$ cat config.mk
export PLATFORM = sky130hd
export DESIGN_NAME = multicycle_control_unit_flat
export DESIGN_NICKNAME = d
export VERILOG_FILES = /design/src/rtl/multicycle_control_unit_pkg.sv /design/src/rtl/multicycle_control_unit_if.sv /design/src/rtl/multicycle_control_unit_mem_timeout_counter.sv /design/src/rtl/multicycle_control_unit.sv /design/src/flat_wrapper.sv
export SDC_FILE = /design/constraint.sdc
export NUM_CORES = 1
export LEC_CHECK = 0
export ABC_AREA = 1
export ABC_CLOCK_PERIOD_IN_PS = 3040
export BUFFER_PORTS_ARGS = -buffer_cell sky130_fd_sc_hd__buf_2
export CAP_MARGIN = 30
export CORE_MARGIN = 10
export CORE_UTILIZATION = 46
export DETAILED_ROUTE_END_ITERATION = 7
export GPL_TIMING_DRIVEN = 0
export PLACE_DENSITY = 0.85
export SLEW_MARGIN = 20
export SYNTH_ARGS = -nofsm -noshare
export SYNTH_HDL_FRONTEND = slang
export SYNTH_SLANG_ARGS = --single-unit
$ cat constraint.sdc
create_clock -name clk -period 3.04 [get_ports clk]
set_clock_uncertainty 0.2 [all_clocks]
set_input_delay 0.912 -clock clk [delete_from_list [all_inputs] [get_ports clk]]
set_output_delay 0.912 -clock clk [all_outputs]
set_load 0.01 [all_outputs]
$ cat src/rtl/multicycle_control_unit_pkg.sv
`default_nettype none
// ============================================================================
// Module   : core_pkg
// Purpose  : Shared RV32I opcodes, FSM state encoding and datapath select codes
// Revision : 1.0 - initial release
// ============================================================================
package core_pkg;

    localparam logic [6:0] OP_R      = 7'b0110011;
    localparam logic [6:0] OP_I      = 7'b0010011;
    localparam logic [6:0] OP_LOAD   = 7'b0000011;
    localparam logic [6:0] OP_STORE  = 7'b0100011;
    localparam logic [6:0] OP_BRANCH = 7'b1100011;
    localparam logic [6:0] OP_JAL    = 7'b1101111;
    localparam logic [6:0] OP_JALR   = 7'b1100111;
    localparam logic [6:0] OP_LUI    = 7'b0110111;
    localparam logic [6:0] OP_AUIPC  = 7'b0010111;
    localparam logic [6:0] OP_SYSTEM = 7'b1110011;

    localparam logic [2:0] c_st_fetch     = 3'd0;
    localparam logic [2:0] c_st_decode    = 3'd1;
    localparam logic [2:0] c_st_execute   = 3'd2;
    localparam logic [2:0] c_st_memory    = 3'd3;
    localparam logic [2:0] c_st_writeback = 3'd4;

    localparam logic [1:0] c_pcsrc_pc4  = 2'd0;
    localparam logic [1:0] c_pcsrc_alu  = 2'd1;
    localparam logic [1:0] c_pcsrc_jalr = 2'd2;

    localparam logic [1:0] c_srca_pc   = 2'd0;
    localparam logic [1:0] c_srca_rs1  = 2'd1;
    localparam logic [1:0] c_srca_zero = 2'd2;

    localparam logic [1:0] c_srcb_rs2  = 2'd0;
    localparam logic [1:0] c_srcb_four = 2'd1;
    localparam logic [1:0] c_srcb_imm  = 2'd2;

    localparam logic [1:0] c_aluop_add    = 2'd0;
    localparam logic [1:0] c_aluop_branch = 2'd1;
    localparam logic [1:0] c_aluop_funct  = 2'd2;

    localparam logic [1:0] c_mtr_alu = 2'd0;
    localparam logic [1:0] c_mtr_mem = 2'd1;
    localparam logic [1:0] c_mtr_pc4 = 2'd2;

    function automatic logic opcode_known(input logic [6:0] op);
        case (op)
            OP_R, OP_I, OP_LOAD, OP_STORE, OP_BRANCH,
            OP_JAL, OP_JALR, OP_LUI, OP_AUIPC, OP_SYSTEM: opcode_known = 1'b1;
            default:                                      opcode_known = 1'b0;
        endcase
    endfunction

endpackage
`default_nettype wire

$ cat src/rtl/multicycle_control_unit_if.sv
`default_nettype none
// ============================================================================
// Module   : multicycle_control_unit_if
// Purpose  : Control bundle between the multi-cycle FSM and datapath/memory
// Revision : 1.0 - initial release
// ============================================================================
interface multicycle_control_unit_if;
    logic [31:0] instruction;
    logic        mem_ack;
    logic        branch_taken;
    logic        mem_read;
    logic        mem_write;
    logic        lorD;
    logic        ir_write;
    logic        pc_write;
    logic [1:0]  pc_source;
    logic [1:0]  alu_src_a;
    logic [1:0]  alu_src_b;
    logic [1:0]  aluop;
    logic        reg_write;
    logic [1:0]  mem_to_reg;
    logic        illegal_instr;
    logic        bus_error;

    modport master (
        input  instruction, mem_ack, branch_taken,
        output mem_read, mem_write, lorD, ir_write, pc_write, pc_source,
               alu_src_a, alu_src_b, aluop, reg_write, mem_to_reg,
               illegal_instr, bus_error
    );

    modport slave (
        output instruction, mem_ack, branch_taken,
        input  mem_read, mem_write, lorD, ir_write, pc_write, pc_source,
               alu_src_a, alu_src_b, aluop, reg_write, mem_to_reg,
               illegal_instr, bus_error
    );
endinterface
`default_nettype wire

$ cat src/rtl/multicycle_control_unit_mem_timeout_counter.sv
`default_nettype none
// ============================================================================
// Module   : mem_timeout_counter
// Purpose  : Watchdog counting wait cycles of a pending memory request
// Revision : 1.0 - initial release
// ============================================================================
module mem_timeout_counter #(
    parameter int TIMEOUT_CYCLES = 255,
    parameter int CNT_WIDTH      = 8
) (
    input  wire logic clk,
    input  wire logic rst,
    input  wire logic clear,
    input  wire logic enable,
    output logic      expired
);
    localparam logic [CNT_WIDTH-1:0] c_last = CNT_WIDTH'(TIMEOUT_CYCLES - 1);

    logic [CNT_WIDTH-1:0] r_count;

    // expired flags the TIMEOUT_CYCLES-th wait cycle, so an ack there still wins
    assign expired = (r_count == c_last);

    always_ff @(posedge clk) begin
        if (rst || clear) begin
            r_count <= '0;
        end else if (enable && !expired) begin
            r_count <= r_count + 1'b1;
        end
    end
endmodule
`default_nettype wire

$ cat src/rtl/multicycle_control_unit.sv
`default_nettype none
// ============================================================================
// Module   : multicycle_control_unit
// Purpose  : Main FSM of the multi-cycle RV32I core (FETCH..WRITEBACK)
// Revision : 1.0 - initial release
// ============================================================================
import core_pkg::*;

module multicycle_control_unit #(
    parameter int TIMEOUT_CYCLES = 255,
    parameter int CNT_WIDTH      = 8
) (
    input wire logic                    clk,
    input wire logic                    reset,
    multicycle_control_unit_if.master   bus
);
    logic [2:0] r_state;
    logic [2:0] w_next_state;
    logic [6:0] w_opcode;
    logic       w_is_load;
    logic       w_is_store;
    logic       w_req;
    logic       w_expired;
    logic       w_timeout;
    logic       w_unused_instr;

    assign w_opcode       = bus.instruction[6:0];
    assign w_unused_instr = ^bus.instruction[31:7];
    assign w_is_load      = (w_opcode == OP_LOAD);
    assign w_is_store     = (w_opcode == OP_STORE);
    assign w_req          = (r_state == c_st_fetch) ||
                            ((r_state == c_st_memory) && (w_is_load || w_is_store));
    assign w_timeout      = w_req && w_expired && !bus.mem_ack;

    mem_timeout_counter #(
        .TIMEOUT_CYCLES (TIMEOUT_CYCLES),
        .CNT_WIDTH      (CNT_WIDTH)
    ) u_timeout (
        .clk     (clk),
        .rst     (reset),
        .clear   (!w_req || bus.mem_ack || w_timeout),
        .enable  (w_req && !bus.mem_ack),
        .expired (w_expired)
    );

    always_ff @(posedge clk) begin
        if (reset) begin
            r_state <= c_st_fetch;
        end else begin
            r_state <= w_next_state;
        end
    end

    always_comb begin
        w_next_state = r_state;
        case (r_state)
            c_st_fetch: begin
                if (bus.mem_ack)    w_next_state = c_st_decode;
                else if (w_timeout) w_next_state = c_st_fetch;
            end
            c_st_decode: begin
                w_next_state = opcode_known(w_opcode) ? c_st_execute : c_st_fetch;
            end
            c_st_execute: begin
                case (w_opcode)
                    OP_LOAD, OP_STORE:                          w_next_state = c_st_memory;
                    OP_R, OP_I, OP_LUI, OP_AUIPC, OP_JAL, OP_JALR: w_next_state = c_st_writeback;
                    default:                                    w_next_state = c_st_fetch;
                endcase
            end
            c_st_memory: begin
                if (!(w_is_load || w_is_store)) w_next_state = c_st_fetch;
                else if (bus.mem_ack)           w_next_state = w_is_load ? c_st_writeback : c_st_fetch;
                else if (w_timeout)             w_next_state = c_st_fetch;
            end
            default: w_next_state = c_st_fetch;
        endcase
    end

    always_comb begin
        bus.mem_read      = 1'b0;
        bus.mem_write     = 1'b0;
        bus.lorD          = 1'b0;
        bus.ir_write      = 1'b0;
        bus.pc_write      = 1'b0;
        bus.pc_source     = c_pcsrc_pc4;
        bus.alu_src_a     = c_srca_pc;
        bus.alu_src_b     = c_srcb_rs2;
        bus.aluop         = c_aluop_add;
        bus.reg_write     = 1'b0;
        bus.mem_to_reg    = c_mtr_alu;
        bus.illegal_instr = 1'b0;
        bus.bus_error     = 1'b0;
        // Reset forces every enable low, including mid-instruction aborts
        if (!reset) begin
            bus.bus_error = w_timeout;
            case (r_state)
                c_st_fetch: begin
                    bus.mem_read = 1'b1;
                    bus.ir_write = bus.mem_ack;
                    bus.pc_write = bus.mem_ack;
                end
                c_st_decode: begin
                    bus.illegal_instr = !opcode_known(w_opcode);
                end
                c_st_execute: begin
                    case (w_opcode)
                        OP_R: begin
                            bus.aluop = c_aluop_funct; bus.alu_src_a = c_srca_rs1;
                            bus.alu_src_b = c_srcb_rs2;
                        end
                        OP_I: begin
                            bus.aluop = c_aluop_funct; bus.alu_src_a = c_srca_rs1;
                            bus.alu_src_b = c_srcb_imm;
                        end
                        OP_LUI:   begin bus.alu_src_a = c_srca_zero; bus.alu_src_b = c_srcb_imm; end
                        OP_AUIPC: begin bus.alu_src_a = c_srca_pc;   bus.alu_src_b = c_srcb_imm; end
                        OP_LOAD, OP_STORE: begin
                            bus.alu_src_a = c_srca_rs1; bus.alu_src_b = c_srcb_imm;
                        end
                        OP_BRANCH: begin
                            bus.aluop     = c_aluop_branch;
                            bus.alu_src_a = c_srca_pc;   bus.alu_src_b = c_srcb_imm;
                            bus.pc_write  = bus.branch_taken;
                            bus.pc_source = c_pcsrc_alu;
                        end
                        OP_JAL: begin
                            bus.alu_src_a = c_srca_pc;   bus.alu_src_b = c_srcb_imm;
                            bus.pc_write  = 1'b1;        bus.pc_source = c_pcsrc_alu;
                        end
                        OP_JALR: begin
                            bus.alu_src_a = c_srca_rs1;  bus.alu_src_b = c_srcb_imm;
                            bus.pc_write  = 1'b1;        bus.pc_source = c_pcsrc_jalr;
                        end
                        default: ;
                    endcase
                end
                c_st_memory: begin
                    bus.lorD      = 1'b1;
                    bus.mem_read  = w_is_load;
                    bus.mem_write = w_is_store;
                    bus.alu_src_a = c_srca_rs1;
                    bus.alu_src_b = c_srcb_imm;
                end
                c_st_writeback: begin
                    bus.reg_write = 1'b1;
                    if (w_is_load)                                    bus.mem_to_reg = c_mtr_mem;
                    else if (w_opcode == OP_JAL || w_opcode == OP_JALR) bus.mem_to_reg = c_mtr_pc4;
                end
                default: ;
            endcase
        end
    end
endmodule
`default_nettype wire
$ cat src/flat_wrapper.sv
// flat-port wrapper written by rule: the top's interface ports become plain ports
module multicycle_control_unit_flat 
#(
    parameter int TIMEOUT_CYCLES = 255,
    parameter int CNT_WIDTH      = 8
)
  (clk, reset, bus_instruction, bus_mem_ack, bus_branch_taken, bus_mem_read, bus_mem_write, bus_lorD, bus_ir_write, bus_pc_write, bus_pc_source, bus_alu_src_a, bus_alu_src_b, bus_aluop, bus_reg_write, bus_mem_to_reg, bus_illegal_instr, bus_bus_error);
  multicycle_control_unit_if bus_i ();
  input wire logic clk;
  input wire logic reset;
  input wire logic [$bits(bus_i.instruction)-1:0] bus_instruction;
  input wire logic [$bits(bus_i.mem_ack)-1:0] bus_mem_ack;
  input wire logic [$bits(bus_i.branch_taken)-1:0] bus_branch_taken;
  output wire logic [$bits(bus_i.mem_read)-1:0] bus_mem_read;
  output wire logic [$bits(bus_i.mem_write)-1:0] bus_mem_write;
  output wire logic [$bits(bus_i.lorD)-1:0] bus_lorD;
  output wire logic [$bits(bus_i.ir_write)-1:0] bus_ir_write;
  output wire logic [$bits(bus_i.pc_write)-1:0] bus_pc_write;
  output wire logic [$bits(bus_i.pc_source)-1:0] bus_pc_source;
  output wire logic [$bits(bus_i.alu_src_a)-1:0] bus_alu_src_a;
  output wire logic [$bits(bus_i.alu_src_b)-1:0] bus_alu_src_b;
  output wire logic [$bits(bus_i.aluop)-1:0] bus_aluop;
  output wire logic [$bits(bus_i.reg_write)-1:0] bus_reg_write;
  output wire logic [$bits(bus_i.mem_to_reg)-1:0] bus_mem_to_reg;
  output wire logic [$bits(bus_i.illegal_instr)-1:0] bus_illegal_instr;
  output wire logic [$bits(bus_i.bus_error)-1:0] bus_bus_error;
  assign bus_i.instruction = bus_instruction;
  assign bus_i.mem_ack = bus_mem_ack;
  assign bus_i.branch_taken = bus_branch_taken;
  assign bus_mem_read = bus_i.mem_read;
  assign bus_mem_write = bus_i.mem_write;
  assign bus_lorD = bus_i.lorD;
  assign bus_ir_write = bus_i.ir_write;
  assign bus_pc_write = bus_i.pc_write;
  assign bus_pc_source = bus_i.pc_source;
  assign bus_alu_src_a = bus_i.alu_src_a;
  assign bus_alu_src_b = bus_i.alu_src_b;
  assign bus_aluop = bus_i.aluop;
  assign bus_reg_write = bus_i.reg_write;
  assign bus_mem_to_reg = bus_i.mem_to_reg;
  assign bus_illegal_instr = bus_i.illegal_instr;
  assign bus_bus_error = bus_i.bus_error;
  multicycle_control_unit #(.TIMEOUT_CYCLES(TIMEOUT_CYCLES), .CNT_WIDTH(CNT_WIDTH)) u_core (.clk(clk), .reset(reset), .bus(bus_i));
endmodule
==> impl_results.md <==
* Die area at just over 4000 µm²
* Met3 Use GR at roughly 3.7%
* Sequential area share after synthesis at 24.7%
* Final Critical Period at approximately 3.1 ns
* Chip Width at 64.0 µm
* Max incr delay on CP at ~0.15 ns
* Setup-failing EPs final at 2
* Hold path start: u_core.u_timeout.r_count[0]
* Clock buffer depth at 2
* Peak Freq at approximately 0.33 GHz
* Leakage at 0.675 nW
* Leading cell type in the layout, fill and taps excluded: buf_2
* Worst R2R Path Depth at 9
* H-Tree Depth at 1
* Crit path cell chain: buf_6 -> inv_4 -> nand2_4 -> nor2_4 -> nand2_4 -> nand2_4 -> nand2_4 -> nand2_4 -> nand2_4 -> nor3_2 -> buf_2
* Iteration count of the initial detailed-routing pass at 4
* Wire per inst at 14.5 µm
* CP required at 1.93 ns
* Switching Share at 30.6%
* Slowest cell on crit path: nor3_2
* R2r endpoint: u_core.u_timeout.r_count[2]
* Vias per inst at 5.19
* Sink Count at 11
* GR Util All Layers at 10.8%
* Rows at 15
* Post-DP Area at 1060 µm²
* Max-cap violations at 0
* CTS Buf Count at 3
* Syn-to-layout area delta at 45.1%
* Internal power at 0.229 mW
* Root Buffer: clkbuf_4
* Area contributors post-synth: dfxtp_1 25%, nand2_1 8.8%, nor2_1 8.4%
* DRC errors left at 0
* CP endpoint kind: primary output
* RSZ-0062 raised after global routing: true
* Final WS setup at -0.0220 ns
* Pre-CTS WS at -0.0508 ns
* Worst VDD drop at 0.209 mV
* Crit start category: primary input
* Ys flop type: dfxtp_1
* Sequential share of power at between 40 and 50%
* Worst-skew pair later-pin latency at 0.27 ns
* Detailed Route WL at 2940 µm
* Sw power at about 0.1 mW
* Hold path cells at 1
* WS Path Type: primary input to primary output
* Post-layout net count at roughly 220
* Initial antenna violation count at 0
* Hold Vio Cnt, Final at 0
* Combinational power share at between 20% and 30%
* I/O pin total at 54
* Starting Density at 50.0%
* Antenna Nets Post-Route at 0
* Syn Area/Cell at 6.50 µm²
* Most frequent cells in the layout: 22 x buf_2, 19 x nand2_1, 18 x inv_1
* PortBufs at 27
* Cell accounting for the most synthesized area: dfxtp_1
* Iteration-0 DRC count of the detailed router at 57
* Core Footprint at around 1800 µm²
* Worst Path Arrival at 1.95 ns
* Worst path bufs/invs at 3
* Post-synth EDFFs at 0
* Area of the mapped netlist at 891 µm²
* RR Startpoint: u_core.r_state[1]
* Hold Crit Class: register to register
* Final RePlAce weighted congestion at 0.878
* Clock share of power at 30.7%
* Max-slew violations at 0
* Violated checks: setup timing
* Syn. warnings at 0
* Ant diodes at 0
* CTS tree: yes
* Number of global-route vias before repair at 880
* Hold-fix buffers at CTS at 0
* GR peak layer: met2
* Grt ovf at 0
* Worst path top cell family by delay: simple AND/OR/NAND/NOR gates
* Distinct cells, synth at 24
* Vias at 1048
* Final period util at 101%
* Post-synth ARST share at 0%
* Grt met1 use at between 10% and 20%
* Yosys reg bits at 11
* Pin count of the biggest net entering global routing at 9
* Worst-path fanout max at 3
* Worst-path clk slew at 0.07 ns
* HPWL Detailed at 1840 µm
* Status: finished, violations left
* Cell count after synthesis at 137
* Post-synth top area share at 24.7%
* Die height at 64.0 µm
* Share of layout cells above drive strength 1 at 44.6%
* Reg2reg setup slack at 1.29 ns
* Cell mode on critical path: nand2_4
* Min-Delay Endpoint: u_core.u_timeout.r_count[0]
* Cell area power density at 255 nW/µm²
* Global-route wire length before repair at approximately 3700 µm
* Post-synthesis net count at 175
* Design Area, Final at around 1300 µm²
* Met2 Use GR at between 10% and 20%
## per-stage QoR
step,hold slack (ns),power (mW),utilization [%],TNS (ns),cells
6_report,0.274,0.330,72.5,-0.0305,202
4_1_cts,0.276,0.304,61.9,-0.0381,193
5_1_grt,0.299,0.344,72.5,-0.299,202
3_5_place_dp,0.258,0.205,59.3,-0.129,189
3_3_place_gp,0.252,0.204,59.3,-0.0581,189
2_1_floorplan,0.239,0.187,-,0,137
## final cells by class
type	count	area, µm²
plain buffers	1	7.51
clock buffers	4	26.3
fillers	134	490
inverters	25	111
multi-input cells	100	654
flip-flops and latches	11	220
well taps	25	31.3
repair buffers	36	241
## cells by family after synthesis
family,count (synthesis),share of synthesized area (%)
other cells,1,0.421
xor+xnor,6,5.90
fa+ha+maj,2,2.81
compound gates,8,4.78
simple gates,83,49.9
buf+inv,26,11.5
flops,11,24.7
## flip-flops by register name, indices dropped and copies added (netlist names)
signal and cells:
u_core.r_state 3, u_core.u_timeout.r_count 8
## layer usage
| layer | up-vias | wire length (µm) |
|---|---|---|
| li1 | 505 | - |
| met1 | 492 | 1090 |
| met2 | 40 | 1550 |
| met3 | 11 | 210 |
| met4 | 0 | 95 |
| met5 | - | 0 |
## power groups by stage
stage	clock network (mW)	registers, mW	logic [mW]
floorplan	0	0.152	0.0352
global placement	0	0.152	0.0520
detailed placement	0	0.152	0.0533
CTS	0.0999	0.149	0.0552
global route	0.108	0.149	0.0871
finish	0.101	0.149	0.0804
## how the worst max path moves through the flow
stage,start,endpoint,slack [ns],depth (start not counted)
6_report,bus_instruction[6],bus_bus_error,-0.02,11
5_1_grt,bus_instruction[6],bus_bus_error,-0.09,11
4_1_cts,bus_instruction[3],bus_bus_error,-0.04,11
3_5_place_dp,bus_instruction[3],bus_bus_error,-0.05,11
3_3_place_gp,bus_instruction[4],bus_alu_src_a[0],-0.03,9
2_1_floorplan,bus_instruction[3],bus_bus_error,0.19,9
## synthesized netlist by cell type, types with 2 or more instances
cell type   n
nand2_1    21
nor2_1     20
inv_1      18
dfxtp_1    11
nand3_1    10
nor2_2      9
nand2_2     7
a21oi_1     6
inv_2       6
nor3_1      6
xor2_1      4
nand2_4     3
nand4_1     3
ha_1        2
xnor2_1     2
## repair_timing
action	in CTS	in global routing
buffers inserted	0	9
setup endpoints to repair	4	8
endpoints found under the hold margin	0	0
pin swaps	2	12
gates resized for setup	5	36
(Power assumes the default switching activity.)
